`config.mk`:
```
export PLATFORM = sky130hd
export DESIGN_NAME = ahb_bm_input_stage
export DESIGN_NICKNAME = d
export VERILOG_FILES = /design/src/rtl/ahb_bm_pkg.sv /design/src/rtl/ahb_bm_hold_reg.sv /design/src/rtl/ahb_bm_input_stage.sv
export SDC_FILE = /design/constraint.sdc
export NUM_CORES = 1
export LEC_CHECK = 0
export BUFFER_PORTS_ARGS = -buffer_cell sky130_fd_sc_hd__buf_2
export CORE_UTILIZATION = 35
export DETAILED_ROUTE_END_ITERATION = 6
export PLACE_DENSITY = 0.65
export REMOVE_ABC_BUFFERS = 1
export SYNTH_ARGS = -nofsm -noshare
export SYNTH_HDL_FRONTEND = slang
export SYNTH_HIERARCHICAL = 1
export SYNTH_SLANG_ARGS = --single-unit
```
`constraint.sdc`:
```
create_clock -name HCLK -period 5.06 [get_ports HCLK]
set_clock_uncertainty 0.05 [all_clocks]
set_input_delay 0.759 -clock HCLK [delete_from_list [all_inputs] [get_ports HCLK]]
set_output_delay 0.759 -clock HCLK [all_outputs]
set_load 0.005 [all_outputs]
```
`src/rtl/ahb_bm_pkg.sv`:
```
// Shared AHB bus-matrix definitions: transfer/response encodings, default address width
// and the address-phase control bundle captured by the input stages.
package ahb_bm_pkg;

    localparam int AHB_ADDR_W = 32;

    localparam logic [1:0] HTRANS_IDLE   = 2'b00;
    localparam logic [1:0] HTRANS_BUSY   = 2'b01;
    localparam logic [1:0] HTRANS_NONSEQ = 2'b10;
    localparam logic [1:0] HTRANS_SEQ    = 2'b11;

    localparam logic HRESP_OKAY  = 1'b0;
    localparam logic HRESP_ERROR = 1'b1;

    typedef enum logic {
        NO_PEND = 1'b0,
        PEND    = 1'b1
    } pend_state_e;

    typedef struct packed {
        logic [1:0] trans;
        logic       write;
        logic [2:0] size;
        logic [2:0] burst;
        logic [3:0] prot;
        logic       lock;
    } ahb_ctrl_t;

endpackage

```
`src/rtl/ahb_bm_hold_reg.sv`:
```
// Enable-loaded copy of one address phase, used while the master waits for its grant.
module ahb_bm_hold_reg
    import ahb_bm_pkg::*;
#(
    parameter int ADDR_W = AHB_ADDR_W
) (
    input  logic              HCLK,
    input  logic              HRESETn,
    input  logic              i_load,
    input  logic [ADDR_W-1:0] i_addr,
    input  ahb_ctrl_t         i_ctrl,
    output logic [ADDR_W-1:0] o_addr,
    output ahb_ctrl_t         o_ctrl
);

    logic [ADDR_W-1:0] r_addr;
    ahb_ctrl_t         r_ctrl;

    always_ff @(posedge HCLK or negedge HRESETn) begin
        if (!HRESETn) begin
            r_addr <= '0;
            r_ctrl <= '0;
        end else if (i_load) begin
            r_addr <= i_addr;
            r_ctrl <= i_ctrl;
        end
    end

    assign o_addr = r_addr;
    assign o_ctrl = r_ctrl;

endmodule

```
`src/rtl/ahb_bm_input_stage.sv`:
```
// Per-master input stage of the AHB bus matrix: requests the slave port, holds the
// address phase while ungranted and stalls the master, and relays slave responses.
module ahb_bm_input_stage
    import ahb_bm_pkg::*;
#(
    parameter int ADDR_W = AHB_ADDR_W
) (
    input  logic              HCLK,
    input  logic              HRESETn,
    input  logic              HSELS,
    input  logic [ADDR_W-1:0] HADDRS,
    input  logic [1:0]        HTRANSS,
    input  logic              HWRITES,
    input  logic [2:0]        HSIZES,
    input  logic [2:0]        HBURSTS,
    input  logic [3:0]        HPROTS,
    input  logic              HMASTLOCKS,
    input  logic              HREADYS,
    input  logic              active_trans,
    input  logic              HREADYM,
    input  logic              HRESPM,
    output logic              trans_valid,
    output logic [ADDR_W-1:0] HADDRM,
    output logic [1:0]        HTRANSM,
    output logic              HWRITEM,
    output logic [2:0]        HSIZEM,
    output logic [2:0]        HBURSTM,
    output logic [3:0]        HPROTM,
    output logic              HMASTLOCKM,
    output logic              HREADYOUTS,
    output logic              HRESPS
);

    pend_state_e       r_state;
    pend_state_e       w_next_state;
    logic              r_dphase;
    logic              w_live;
    logic              w_pend;
    logic              w_accept;
    logic              w_load;
    ahb_ctrl_t         w_ctrl_live;
    ahb_ctrl_t         w_ctrl_held;
    ahb_ctrl_t         w_ctrl_out;
    logic [ADDR_W-1:0] w_addr_held;

    // Gated by reset so nothing is requested or issued while HRESETn is low.
    assign w_live      = HRESETn & HSELS & HTRANSS[1] & HREADYS;
    assign w_pend      = (r_state == PEND);
    assign trans_valid = w_pend | w_live;
    assign w_accept    = trans_valid & active_trans & HREADYM;
    assign w_load      = ~w_pend & w_live & ~w_accept;

    assign w_ctrl_live = '{trans: HTRANSS, write: HWRITES, size: HSIZES,
                           burst: HBURSTS, prot: HPROTS, lock: HMASTLOCKS};

    ahb_bm_hold_reg #(
        .ADDR_W (ADDR_W)
    ) u_hold_reg (
        .HCLK    (HCLK),
        .HRESETn (HRESETn),
        .i_load  (w_load),
        .i_addr  (HADDRS),
        .i_ctrl  (w_ctrl_live),
        .o_addr  (w_addr_held),
        .o_ctrl  (w_ctrl_held)
    );

    always_ff @(posedge HCLK or negedge HRESETn) begin
        if (!HRESETn) begin
            r_state <= NO_PEND;
        end else begin
            r_state <= w_next_state;
        end
    end

    always_comb begin
        w_next_state = r_state;
        case (r_state)
            NO_PEND: if (w_live && !w_accept) w_next_state = PEND;
            PEND:    if (w_accept)            w_next_state = NO_PEND;
            default:                          w_next_state = NO_PEND;
        endcase
    end

    always_ff @(posedge HCLK or negedge HRESETn) begin
        if (!HRESETn) begin
            r_dphase <= 1'b0;
        end else if (w_accept) begin
            r_dphase <= 1'b1;
        end else if (HREADYM) begin
            r_dphase <= 1'b0;
        end
    end

    // While pending the master is stalled, so the held copy is the only valid phase.
    always_comb begin
        HADDRM           = HADDRS;
        w_ctrl_out       = w_ctrl_live;
        w_ctrl_out.trans = w_live ? HTRANSS : HTRANS_IDLE;
        if (w_pend) begin
            HADDRM     = w_addr_held;
            w_ctrl_out = w_ctrl_held;
        end
    end

    assign HTRANSM    = w_ctrl_out.trans;
    assign HWRITEM    = w_ctrl_out.write;
    assign HSIZEM     = w_ctrl_out.size;
    assign HBURSTM    = w_ctrl_out.burst;
    assign HPROTM     = w_ctrl_out.prot;
    assign HMASTLOCKM = w_ctrl_out.lock;

    always_comb begin
        HREADYOUTS = 1'b1;
        HRESPS     = HRESP_OKAY;
        if (w_pend) begin
            HREADYOUTS = 1'b0;
        end else if (r_dphase) begin
            HREADYOUTS = HREADYM;
            HRESPS     = HRESPM;
        end
    end

endmodule

```
* Word-level counts from Yosys, hierarchy flattened
Cells that the tools add are included. Widths: inputs -> output; s select.
Storage, ports and cells: register bits 48, input port bits 53, output and inout port bits 49
Cells by class: reduce and logical (&&, ||, !) cells 3, multiplexer cells 12, bitwise gates (word level) 10
Operators with widths (number):
- $mux 32 | 1
- $mux 14 | 1
- $mux 1 | 8
- $and 1x1->1 | 7
- $mux 2 | 1
- $not 1->1 | 2
- $pmux 1 s2 | 1
- $reduce_bool 2->1 | 1
- $logic_and 1x1->1 | 1
- $logic_not 1->1 | 1
- $or 1x1->1 | 1

* Longest topological paths before layout
Gate-level depths: netlist (run 1).
depth in word-level cells 10, depth in mapped cells 6, gate-level depth less buffers 3

* Cells and area by module
Netlist (run 1), hierarchy kept.
By module, submodules not included:
- ahb_bm_hold_reg | area each 1910.6 um2, cells each 97, instances 1
- ahb_bm_input_stage | area each 900.9 um2, cells each 68, instances 1

* Worst setup path after synthesis (run 1)
OpenSTA, ideal clock, no wires.
kind in2reg, start in HREADYS, end reg u_hold_reg.r_addr[0], in the netlist u_hold_reg/o_addr[0], stages on the path 5, data arrival time 1.737 ns, data required time 4.885 ns, slack 3.148 ns, cells stage by stage nand4_1 > nor3b_1 > buf_6 > buf_12 > mux2_4
Between the ends: word-level cells in the longest chain between the ends 6, elaborated cells between the ends (all ways) 7, classes of those cells bitwise (7)
Ends and longest elaborated chain:
- start: declaration | RTL line ahb_bm_input_stage.sv:18 | input logic HREADYS,
- $and 1x1->1 (*) | RTL line ahb_bm_input_stage.sv:47 | assign w_live = HRESETn & HSELS & HTRANSS[1] & HREADYS;
- $or 1x1->1 | RTL line ahb_bm_input_stage.sv:49 | assign trans_valid = w_pend | w_live;
- $and 1x1->1 (2 in a row) | RTL line ahb_bm_input_stage.sv:50 | assign w_accept = trans_valid & active_trans & HREADYM;
- $not 1->1 | RTL line ahb_bm_input_stage.sv:51 | assign w_load = ~w_pend & w_live & ~w_accept;
- $and 1x1->1 (*) | RTL line ahb_bm_input_stage.sv:51
- net w_load | RTL line ahb_bm_input_stage.sv:40 | logic w_load;
- end signal: assignment | RTL line ahb_bm_hold_reg.sv:24 | r_addr <= i_addr;
- end: declaration | RTL line ahb_bm_hold_reg.sv:16 | logic [ADDR_W-1:0] r_addr;
Mark *: on every way through the listed nets, which the timed path passes. The rest lies on a longest branch. A chain may end at the register's enable or synchronous reset.

* Worst setup path after layout (run 1)
start reg r_state, end out HADDRM[2]
Between the ends: word-level cells in the longest chain between the ends 1
Ends and longest elaborated chain:
- start: declaration | RTL line ahb_bm_input_stage.sv:34 | pend_state_e r_state;
- start signal: assignment | RTL line ahb_bm_input_stage.sv:72 | r_state <= w_next_state;
- $mux 32 | RTL line ahb_bm_input_stage.sv:100 | if (w_pend) begin
- end: declaration | RTL line ahb_bm_input_stage.sv:23 | output logic [ADDR_W-1:0] HADDRM,
No other way between the ends.

==> flow_summary.toml, run 1 <==
[clock_network]
postCtsSetupBuffers = 0
cts_resized = 0
cts_sinks = 48
htreeDepth = 2
hold_buffers = 0
cts_tree = "built"
cts_root_buf = "clkbuf_8"
cts_buffers = 5
clk_path_buf_depth = 2
path_clk_slew_ps = 90
insertion_delay_ps = 290

[yosys]
synth-seq-cells = 48
synth_area_per_cell_um2 = 17.0
synth_warnings = 6
syn_area_um2 = 2810
yosysSeqAreaShare = 0.427
synthCells = 165
yosysUniqueCellTypes = 15

[placement]
gp_congestion = 0.672
hpwl_um = 3400
portBuffers = 101
pre_cts_ws_ps = 1970
placedCellCount = 361

[route]
drt_pass1_iterations = 4
drtIter0Drc = 32
wl_per_cell_um = 13.5
ant_nets = 0
via_count = 1640
drc = 0
routed_via_density = 4.44
postRouteWirelength_um = 4980

[layout]
diodes = 0
final_cell_mix = "buf_2, mux2_4, dfrtp_1"
n_fill_cell = 730
layout-drive-gt1-share = 0.772
area_delta_synth_final_pct = 21.0
layout_commonest_cell = "buf_2"
postLayoutCoreUtil = 0.438
instances_no_fill = 369
nNetsFinal = 319

[pwr]
p_comb_frac = 0.281
p_int_uw = 868
p_switching_uw = 290
powerDensity_nw_per_um2 = 340
switching_share = 0.250
p_leak_nw = 1.72
p_clk_frac = 0.243
sequentialPowerShare = 0.476
irDropWorstVdd_uv = 147

[flow_run]
cap_violations = 0

[timing]
final_hold_viol_count = 0
post-route-period-util = 0.602
fmax_mhz = 328
maxSlewViolCount = 0
setup_viol = 0
worst_slack_ps = 2010
rsz0062_at_grt = "no"
worstMarginPinSlew_ps = 957
period_needed_ps = 3050
relSlewSlack = 0.362

[worst_setup_path]
critical_path_required_ps = 4250
crit_arrival_ps = 2240
cp_max_fo = 34
critPathLaunchType = "flop"
path_class = "reg -> out"
crit_path_end_kind = "output port"

[grt]
grt_usage = 0.124
grt_pass1_vias = 1657
grt_pass1_wl_um = 8270
grt_overflow_total = 0
grt_max_degree = 51
antenna_found_initial = 0

[die]
dieWidth_um = 91.6
ios = 102
die_h_um = 91.6
fp.coreArea_um2 = 7770
die-area_um2 = 8400
rows = 32
start_util = 0.362

[run_status]
status = "completed"

[min_path]
hp-class = "reg -> reg"
sequential cells by signal (all words and copies together) (netlist names):
| signal | flops |
|---|---|
| r_state | 1 |
| u_hold_reg/o_ctrl | 14 |
| u_hold_reg/o_addr | 32 |
| r_dphase | 1 |
stage by stage:
step | power [mW] | hold WS (ps) | TNS (ps) | cell area (um2)
after floorplan | 0.784 | 413 | -108110 | 2620
after global placement | 0.878 | 440 | 0 | 3290
after detailed placement | 0.884 | 446 | 0 | 3290
after CTS | 1.18 | 468 | 0 | 3400
after global routing | 1.23 | 483 | 0 | 3400
final | 1.16 | 464 | 0 | 3400
kinds of logic (layout without fill, tap and decap cells):
| group | count (synthesis) | count (layout) | share of synthesized area |
|---|---|---|---|
| muxes | 90 | 90 | 0.471 |
| and+or+nand+nor | 8 | 8 | 0.0138 |
| DFF | 48 | 48 | 0.427 |
| AOI/OAI and AO/OA | 6 | 6 | 0.0160 |
| buffers and inverters | 13 | 115 | 0.0716 |
critical path, cell delays in order, from the launching register on:
cell and delay (ps):
dfrtp_2 1000, buf_4 470, mux2_4 330, buf_2 120
layout make-up:
class,count,area (um2),share of cell area
clock buffers,5,68.8,0.0202
well taps,102,128,0.0375
multi-input cells,104,1410,0.416
inverters,2,7.51,0.00221
clock inverters,3,46.3,0.0136
flip-flops and latches,48,1200,0.353
repair buffers,105,536,0.157
path summary, 6_finish.rpt:
path,from,endpoint,slack [ps],cells past startpoint
hold / removal,u_hold_reg/o_ctrl[13],u_hold_reg/o_ctrl[13],460,1
hold reg to reg,u_hold_reg/o_ctrl[13],u_hold_reg/o_ctrl[13],460,1
setup reg to reg,r_state,u_hold_reg/o_ctrl[11],2860,3
setup / recovery,r_state,HADDRM[2],2010,3
min in group asynchronous,HRESETn,u_hold_reg/o_addr[16],510,2
max in group asynchronous,HRESETn,r_state,4000,2
per-layer routing:
metal  global-route usage  share of wire
met4               0.0357          0.010
met1                0.168           0.48
met3               0.0257          0.051
met5                    0              0
met2                0.200           0.46
synthesized netlist by cell type, drive strengths merged:
library cell  instances  area, um2
a21oi                 2       10.0
a41oi                 1       16.3
buf                  11        194
dfrtp                48       1200
inv                   2       7.51
mux2                 90       1330
nand2                 4       15.0
nand2b                1       6.26
nand4                 1       6.26
nor2                  1       3.75
nor3b                 1       7.51
o21ai                 2       10.0
o2bb2ai               1       8.76
power groups by stage:
| stage | clock, mW | sequential, mW | combinational, mW |
|---|---|---|---|
| global route | 0.311 | 0.565 | 0.353 |
| detailed placement | 0 | 0.556 | 0.329 |
| global placement | 0 | 0.556 | 0.322 |
| floorplan | 0 | 0.541 | 0.243 |
| CTS | 0.298 | 0.551 | 0.330 |
| finish | 0.282 | 0.551 | 0.325 |
Note: power is estimated with default switching activity, not from simulation.
==> run 2, diff against run 1 <==
PLACE_DENSITY = 0.67   (was 0.65)
clock period = 2.5 ns   (was 5.06 ns; I/O delays follow)
==> run 2 against run 1 <==
Cell count up 0.54%. Core utilization up 0.39 points. Critical path depth did not move. Power increased by 93%. Global-route usage fell by 0.41 points. Via count grew 1.8%. Count of clock-buffer cells in the layout increased by 3. Clock power rose by 64%. Wire length is 0.32% higher. Largest power group unchanged.
==> flow_summary.toml, run 2 (synthesis results as in run 1) <==
[route]
via_count = 1670
wl_per_cell_um = 13.5
drc = 0
ant_nets = 0
drt_pass1_iterations = 4
drtIter0Drc = 28
postRouteWirelength_um = 5000
routed_via_density = 4.50

[pwr]
irDropWorstVdd_uv = 286
p_total_mw = 2.24
powerDensity_nw_per_um2 = 653
p_leak_nw = 1.73

[worst_setup_path]
max_stage_delay_ps = 760
worst-path-buf-inv = 2
crit_path_end_kind = "output port"
crit_arrival_ps = 1750
critPathLaunchType = "flop"
crit_slowest_cell = "dfrtp_4"
reg2reg_depth = 3
critical_path_required_ps = 2080
path_cells = "buf_4, mux2_4, buf_2"
worstSetupPathDepth = 3
cp_max_fo = 29
path_class = "reg -> out"
critPathTopFamily = "flip-flops"

[layout]
instances_no_fill = 371
area_delta_synth_final_pct = 22.1
layout-drive-gt1-share = 0.766
diodes = 0
layout_commonest_cell = "buf_2"
nNetsFinal = 321
largest_register_ffs = 32
n_fill_cell = 746
final_cell_mix = "buf_2, mux2_4, dfrtp_1"

[placement]
hpwl_um = 3580
portBuffers = 101
gp_congestion = 0.645
placedCellCount = 363

[grt]
grt_pass1_wl_um = 7890
grt_pass1_vias = 1601
grt_max_degree = 49
grt_usage = 0.120
antenna_found_initial = 0
grt_overflow_total = 0

[die]
die_h_um = 91.6
start_util = 0.362
dieWidth_um = 91.6
die-area_um2 = 8400
rows = 32
ios = 102
fp.coreArea_um2 = 7770

[clock_network]
path_clk_slew_ps = 80
cts_sinks = 48
cts_resized = 0
cts_tree = "built"
insertion_delay_ps = 290
htreeDepth = 2
cts_root_buf = "clkbuf_8"
hold_buffers = 0
postCtsSetupBuffers = 0
cts_buffers = 5
clk_path_buf_depth = 2

[run_status]
status = "completed"

[timing]
period_needed_ps = 2170
relSlewSlack = 0.601
fmax_mhz = 460
maxSlewViolCount = 0
setup_viol = 0
final_hold_viol_count = 0
worstMarginPinSlew_ps = 599
post-route-period-util = 0.869
holdWs_ps = 215
rsz0062_at_grt = "no"

[flow_run]
cap_violations = 0

[min_path]
holdPathStages = 2
hp-class = "in -> reg"
[run 2: path summary, 6_finish.rpt]
check                              from                    end  slack [ps]
max                             r_state             HBURSTM[1]         330
min                        active_trans                r_state         210
max reg2reg                     r_state   u_hold_reg/o_ctrl[7]         560
min reg2reg                    r_dphase               r_dphase         470
max in group asynchronous       HRESETn                r_state        1740
min in group asynchronous       HRESETn  u_hold_reg/o_addr[22]         220
[run 2: per-stage QoR]
| stage | utilization | area (um2) | worst slack [ps] | setup TNS [ps] |
|---|---|---|---|---|
| 2_1_floorplan | - | 2620 | -4980 | -231230 |
| 3_3_place_gp | 0.430 | 3340 | 591 | 0 |
| 5_1_grt | 0.442 | 3430 | 226 | 0 |
| 6_report | 0.442 | 3430 | 328 | 0 |
| 4_1_cts | 0.442 | 3430 | 273 | 0 |
| 3_5_place_dp | 0.430 | 3340 | 556 | 0 |
[run 2: cell type report]
class	count	area, um2	share of cell area
clock buffer	8	90.1	0.0262
inverter	2	7.51	0.00219
multi-input combinational	104	1410	0.412
sequential	48	1200	0.351
tap	102	128	0.0372
timing repair buffer	107	588	0.171
[run 2: worst reg2reg max path: stages (launching register included)]
cell and delay (ps):
dfrtp_4 690, nor3b_2 440, buf_12 280, mux2_2 370
[run 2: power breakdown]
part	internal (mW)	total [mW]	leakage, nW	switching (mW)
clock network	0.226	0.462	0.0455	0.237
registers	0.978	1.11	0.583	0.130
logic	0.486	0.670	1.10	0.184
[run 2: metal layers]
metal / vias up / part of all wire / global-route usage
li1: 791 / - / -
met3: 5 / 0.069 / 0.0357
met5: - / 0 / 0
met2: 61 / 0.45 / 0.185
met1: 813 / 0.48 / 0.163
met4: 0 / 0.0064 / 0.0357
